### config.mk
export PLATFORM = sky130hd
export DESIGN_NAME = mux_varredura_ctrl
export DESIGN_NICKNAME = d
export VERILOG_FILES = /design/src/rtl/mux_varredura_ctrl.sv
export SDC_FILE = /design/constraint.sdc
export NUM_CORES = 1
export LEC_CHECK = 0
export ABC_CLOCK_PERIOD_IN_PS = 1700
export CORE_MARGIN = 2
export CORE_UTILIZATION = 60
export CTS_CLUSTER_DIAMETER = 80
export DETAILED_ROUTE_END_ITERATION = 8
export DONT_BUFFER_PORTS = 1
export MAX_ROUTING_LAYER = met4
export PLACE_DENSITY = 0.76
export SLEW_MARGIN = 20
export SYNTH_ARGS = -nofsm -noshare
export SYNTH_HDL_FRONTEND = slang
export SYNTH_SLANG_ARGS = --single-unit
### constraint.sdc
create_clock -name clk -period 1.7 [get_ports clk]
set_input_delay 0.17 -clock clk [delete_from_list [all_inputs] [get_ports clk]]
set_output_delay 0.17 -clock clk [all_outputs]
set_load 0.1 [all_outputs]
### src/rtl/mux_varredura_ctrl.sv
// Loopback scan controller for the 4:1 mux: drives D, steps S with DWELL
// cycles per position, rebuilds the word from Y and flags any difference.
module mux_varredura_ctrl #(
    parameter int unsigned DWELL = 20
) (
    input  logic       clk,
    input  logic       rst,
    input  logic       in_valid,
    input  logic [3:0] in_data,
    output logic       in_ready,
    output logic [3:0] D,
    output logic [1:0] S,
    input  logic       Y,
    output logic       busy,
    output logic       out_valid,
    output logic [3:0] out_data,
    output logic       erro
);

    typedef enum logic [1:0] {
        OCIOSO,
        VARRE,
        FIM
    } state_t;

    localparam logic [7:0] LAST = 8'(DWELL - 1);

    state_t     state, state_n;
    logic [3:0] d_n;
    logic [1:0] s_n;
    logic [7:0] cnt, cnt_n;
    logic [3:0] captura, cap_n;

    always_ff @(posedge clk) begin
        if (rst) begin
            state   <= OCIOSO;
            D       <= 4'd0;
            S       <= 2'd0;
            cnt     <= 8'd0;
            captura <= 4'd0;
        end else begin
            state   <= state_n;
            D       <= d_n;
            S       <= s_n;
            cnt     <= cnt_n;
            captura <= cap_n;
        end
    end

    always_comb begin
        state_n = state;
        d_n     = D;
        s_n     = S;
        cnt_n   = cnt;
        cap_n   = captura;
        unique case (state)
            OCIOSO: begin
                if (in_valid) begin
                    d_n     = in_data;
                    s_n     = 2'd0;
                    cnt_n   = 8'd0;
                    cap_n   = 4'd0;
                    state_n = VARRE;
                end
            end
            VARRE: begin
                // Y is sampled in the last cycle of each dwell window
                if (cnt == LAST) begin
                    cap_n[S] = Y;
                    cnt_n    = 8'd0;
                    if (S == 2'd3) begin
                        state_n = FIM;
                    end else begin
                        s_n = S + 2'd1;
                    end
                end else begin
                    cnt_n = cnt + 8'd1;
                end
            end
            FIM: begin
                state_n = OCIOSO;
            end
            default: begin
                state_n = OCIOSO;
            end
        endcase
    end

    assign in_ready  = (state == OCIOSO) && !rst;
    assign busy      = (state != OCIOSO);
    assign out_valid = (state == FIM);
    assign out_data  = captura;
    assign erro      = (state == FIM) && (captura != D);

endmodule

# Word-level counts from Yosys, hierarchy flattened
# Index checks and enable logic that the tools add are counted.
[totals]
reg_bits = 20
input_bits = 8
wordCells = 47
[op_classes]
n_addsub = 2
order_cmp = 2
n_eq_ne = 9
muxes = 17
n_reduce_logical = 12
[ops]
columns = ["operator", "n"]
rows = [
  ["8-bit 2-to-1 mux", 2],
  ["8-bit case mux with 2 select lines", 1],
  ["2-bit 2-to-1 mux", 6],
  ["8-bit by 1-bit adder with 8-bit output (second input constant)", 1],
  ["8-bit by 5-bit == test with 1-bit output (second input constant)", 1],
  ["4-bit 2-to-1 mux", 2],
  ["2-bit != test (second input constant)", 4],
  ["2-bit case mux with 2 select lines", 2],
  ["4-bit case mux with 2 select lines", 1],
  ["3-bit AND reduction", 2],
  ["4-bit bitwise mux", 1],
  ["2-bit == test (second input constant)", 2],
  ["4-bit != test", 1],
  ["2-bit AND reduction", 2],
  ["4-bit AND reduction", 1],
  ["2-bit nonzero test", 2],
  ["1-bit logical AND", 3],
  ["2-bit by 3-bit < comparator with 1-bit output (second input constant)", 1],
  ["2-bit by 1-bit adder with 2-bit output (second input constant)", 1],
  ["1-bit demux with 2-bit select", 1],
  ["2-bit by 1-bit == test with 1-bit output (second input constant)", 1],
  ["2-bit by 1-bit greater-or-equal comparator with 1-bit output (second input constant)", 1],
  ["2-bit logical NOT", 1],
  ["1-bit logical NOT", 1],
  ["1-bit 2-to-1 mux", 1],
]

# Logic depth before layout (Yosys ltp)
[depth]
ltp_word = 7
depth_mapped = 6
mapped_depth_nobuf = 5

# Worst setup path before layout
# OpenSTA, ideal clock, no wires.
[synth_timing]
path_type = "register -> output"
startpoint = "register state[1]"
endpoint = "output erro"
arrival_ps = 2794
t_required_ps = 1530
slack_ps = -1264
path_stages_with_launch = 3
path_buffers = 0
path_cell_list = "dfxtp_1 -> nor2b_1 -> o41a_1"
[synth_between]
elab_chain_len = 2
[synth_rtl]
columns = ["element", "line_no", "text"]
rows = [
  ["start: declaration", "28", "state_t state, state_n;"],
  ["start signal: assignment", "42", "state <= state_n;"],
  ["2-bit == test", "n/a", ""],
  ["via out_valid", "15", "output logic out_valid,"],
  ["1-bit logical AND", "93", "assign erro = (state == FIM) && (captura != D);"],
  ["end: declaration", "17", "output logic erro"],
]
# The timed path passes the listed nets, and every way through them passes these cells.

# Worst setup path in the final report
[layout_timing]
startpoint = "register captura[0], in the netlist out_data[0]"
endpoint = "output erro"
[layout_between]
elab_chain_len = 2
[layout_rtl]
columns = ["element", "line_no", "text"]
rows = [
  ["start: declaration", "32", "logic [3:0] captura, cap_n;"],
  ["start signal: assignment", "46", "captura <= cap_n;"],
  ["4-bit != test", "93", ""],
  ["1-bit logical AND", "93", ""],
]
# No other way between the ends.

==> run summary <==
Result of the run: complete, no violations
Initial antenna violation count: 0
Final clock period utilization by the worst path: 96.79%
Synth warnings: 0
Number of clock sinks: 20
Total count of hold-check failures in the final report: 0
Die height: 46.03 microns
Number of H-tree levels: 1
Setup fix buffers added after clock tree synthesis: 0
DRC errors left: 0
Vias per cell: 5.920
Post-synthesis area per instance: 8.279 sq um
Overall routing resource usage: 25.98%
Peak supply drop: 471.6 uV
Overall power: 0.0008702 W
Max Cap Viol: 0
Worst-margin pin slew: 0.4838 ns
Placement Cell Area: 0.001227 sq mm
EDFF count, synth: 0
Global route overflow: 0
Number of I/O pins: 22
Setup-violating endpoint count in the final report: 0
Layout overhead on the synthesized area: 23.50%
Most common flop cell mapped by yosys: sky130_fd_sc_hd__dfxtp_1
Number of core rows: 15
Weighted congestion reported at the end of routability-driven placement: 0.8317
Delay contributed by the slowest stage of the critical path: 0.51 ns
Post-route clock skew: 0.003727 ns
Initial cell density of the core: 62.74%
Nets@finish: 160
Buffers and inverters on the worst path: 1
Slowest stage cell, crit path: sky130_fd_sc_hd__o41a_2
Maximum number of buffers from clock root to sink: 2
Worst hold path cell count: 2
Pwr dens: 664.9 mW/mm^2
Most common cell after layout, fill and taps aside: sky130_fd_sc_hd__nand3_1
Reg2reg path depth: 5
Wire length per cell after detailed routing: 15.02 microns
CTS tree: done
Final std cell area, no fill: 0.001309 sq mm
Syn nets: 141
First-pass iteration count of the detailed router: 4
TritonCTS buffer count: 3
Worst setup SP type: flip-flop
Worst slew margin relative to its limit: 67.64%
Required time of the critical path: 1.53 ns
X dimension of the die: 46.03 microns
Yosys reg bits: 20
Insertion delay to the later sink of the worst-skew pair: 0.29 ns
Total leakage power: 0.5491 nW
Highest-count cells in the layout ignoring fill and taps: 17 x sky130_fd_sc_hd__nand3_1, 15 x sky130_fd_sc_hd__nand2_1, 14 x sky130_fd_sc_hd__nor2_1
Core ar.: 0.001689 sq mm
Setup repair after global routing missed its margin: false
Clock transition at the register clock pins on the worst setup and hold paths after CTS: 0.10 ns
Detail Placement HPWL: 1.795 mm
Kind of critical path: flip-flop to output port
Sequential element share of the synthesized area: 37.78%
R2r setup slk: 0.11 ns
Maximum operating frequency: 0.6077 GHz
Critical Path Fanout Max: 2
Initial drt markers: 26
Final slew viol count: 0
Series of cell instances along the critical path: xor2_1 > o41a_2 > buf_12
Via count of the first global-routing pass: 855
Remaining antenna violation count after routing: 0
Share of post-route cells with drive strength above 1: 26.21%
Distinct cell type count after synthesis: 33
Port Buf Inserts: 0
Gate count of the mapped netlist: 128
Worst path arrival time: 1.48 ns
Root cell of the clock tree: sky130_fd_sc_hd__clkbuf_4
Area of the die: 0.002118 sq mm
Time the worst path needs with I/O delays and setup: 1.645 ns
Hold Path End: D[2]
Pin count of the biggest net entering global routing: 13
Total wirelength of the detailed-routed design: 2.433 mm
Hold path start: in_valid
Class of the worst hold path: primary input to flip-flop
Post-synth design cell area: 0.001060 sq mm
CP top delay family: compound AO/OA/AOI/OAI gates
First-pass GRT wire length: 3.795 mm
Origin of the critical flop-to-flop path: cnt[0]
Sort of element at the end of the critical path: output port
R2r endpoint: out_data[3]
Diodes inserted: 0
Proportion of register bits with asynchronous set or reset after synthesis: 0%
Overall via count from detail_route: 959
==> power breakdown <==
group / internal (W) / leakage, nW / switching, W
Sequential: 0.000480 / 0.166 / 0.0000118
Clock: 0.0000825 / 0.0138 / 0.000138
Combinational: 0.0000433 / 0.369 / 0.000115
Total: 0.000605 / 0.549 / 0.000265
==> worst reg2reg max path: stages (launching register included) <==
cell and delay, ns:
sky130_fd_sc_hd__dfxtp_1 0.40, sky130_fd_sc_hd__ha_2 0.23, sky130_fd_sc_hd__nor4b_4 0.29, sky130_fd_sc_hd__and3_4 0.28
sky130_fd_sc_hd__nand2_2 0.06, sky130_fd_sc_hd__a41o_1 0.23
==> cells by family (layout without fill, tap and decap cells) <==
group / after synthesis / in the layout / synth area share (%)
compound gates: 21 / 21 / 14.52
buf+inv: 11 / 28 / 4.250
mux: 4 / 4 / 3.778
simple gates: 63 / 63 / 30.46
xor+xnor: 4 / 4 / 3.305
fa+ha+maj: 5 / 5 / 5.903
flops: 20 / 20 / 37.78
==> sequential cells by signal (all words and copies together), names as in the netlist <==
name and count:
S 2, state 2, out_data 4, D 4, cnt 8
==> Yosys cell counts (2+ instances only) <==
cell type | n | area share [%]
sky130_fd_sc_hd__a21oi_1 | 7 | 3.3
sky130_fd_sc_hd__a311oi_1 | 2 | 1.7
sky130_fd_sc_hd__clkbuf_1 | 4 | 1.4
sky130_fd_sc_hd__dfxtp_1 | 20 | 38
sky130_fd_sc_hd__ha_1 | 5 | 5.9
sky130_fd_sc_hd__inv_1 | 6 | 2.1
sky130_fd_sc_hd__mux2i_1 | 4 | 3.8
sky130_fd_sc_hd__nand2_1 | 15 | 5.3
sky130_fd_sc_hd__nand3_1 | 17 | 8.0
sky130_fd_sc_hd__nor2_1 | 16 | 5.7
sky130_fd_sc_hd__nor2b_1 | 2 | 1.2
sky130_fd_sc_hd__nor3_1 | 2 | 0.94
sky130_fd_sc_hd__nor4_1 | 3 | 1.8
sky130_fd_sc_hd__o2111ai_1 | 3 | 2.5
sky130_fd_sc_hd__xor2_1 | 4 | 3.3
==> final cells by class <==
cell class	instances	area, sq um
Sequential cell	20	411.6
Inverter	6	26.28
Multi-Input combinational cell	97	646.9
Clock buffer	3	22.52
Fill cell	130	380.4
Timing Repair Buffer	19	180.2
Tap cell	17	21.27
==> metal layers <==
| metal | up-vias | track usage, % | share of wire, % |
|---|---|---|---|
| met2 | 11 | 40.00 | 49 |
| li1 | 491 | - | - |
| met1 | 453 | 34.54 | 48 |
| met5 | - | - | 0 |
| met4 | 0 | 8.571 | 0.66 |
| met3 | 4 | 3.968 | 1.6 |
==> worst max path at each step <==
stage	endpoint	slack, ns	cells past startpoint	start
final	erro	0.05	3	out_data[0]
after global routing	cnt[4]	0.008	5	cnt[0]
after CTS	erro	0.04	3	out_data[0]
after detailed placement	cnt[3]	0.12	5	cnt[0]
after global placement	out_data[3]	0.18	5	cnt[0]
after floorplan	erro	-0.22	2	out_data[1]
==> what timing repair did <==
| action | CTS | global route |
|---|---|---|
| hold buffers | 3 | 2 |
| hold endpoints to repair | 12 | 2 |
| gates resized for setup | 0 | 2 |
| setup endpoints to repair | 0 | 4 |
==> stage by stage <==
| step | hold slack, ns | setup TNS, ns | instances | setup slack [ns] | util (%) |
|---|---|---|---|---|---|
| after floorplan | 0.3102 | -0.3503 | 128 | -0.2175 | - |
| after global placement | 0.2344 | 0 | 154 | 0.1818 | 72.67 |
| after detailed placement | 0.2355 | 0 | 154 | 0.1190 | 72.67 |
| after CTS | 0.003814 | 0 | 160 | 0.03998 | 75.78 |
| after global routing | 0.006264 | 0 | 162 | 0.008344 | 77.48 |
| final | 0.01888 | 0 | 162 | 0.05455 | 77.48 |
(Power assumes the default switching activity.)
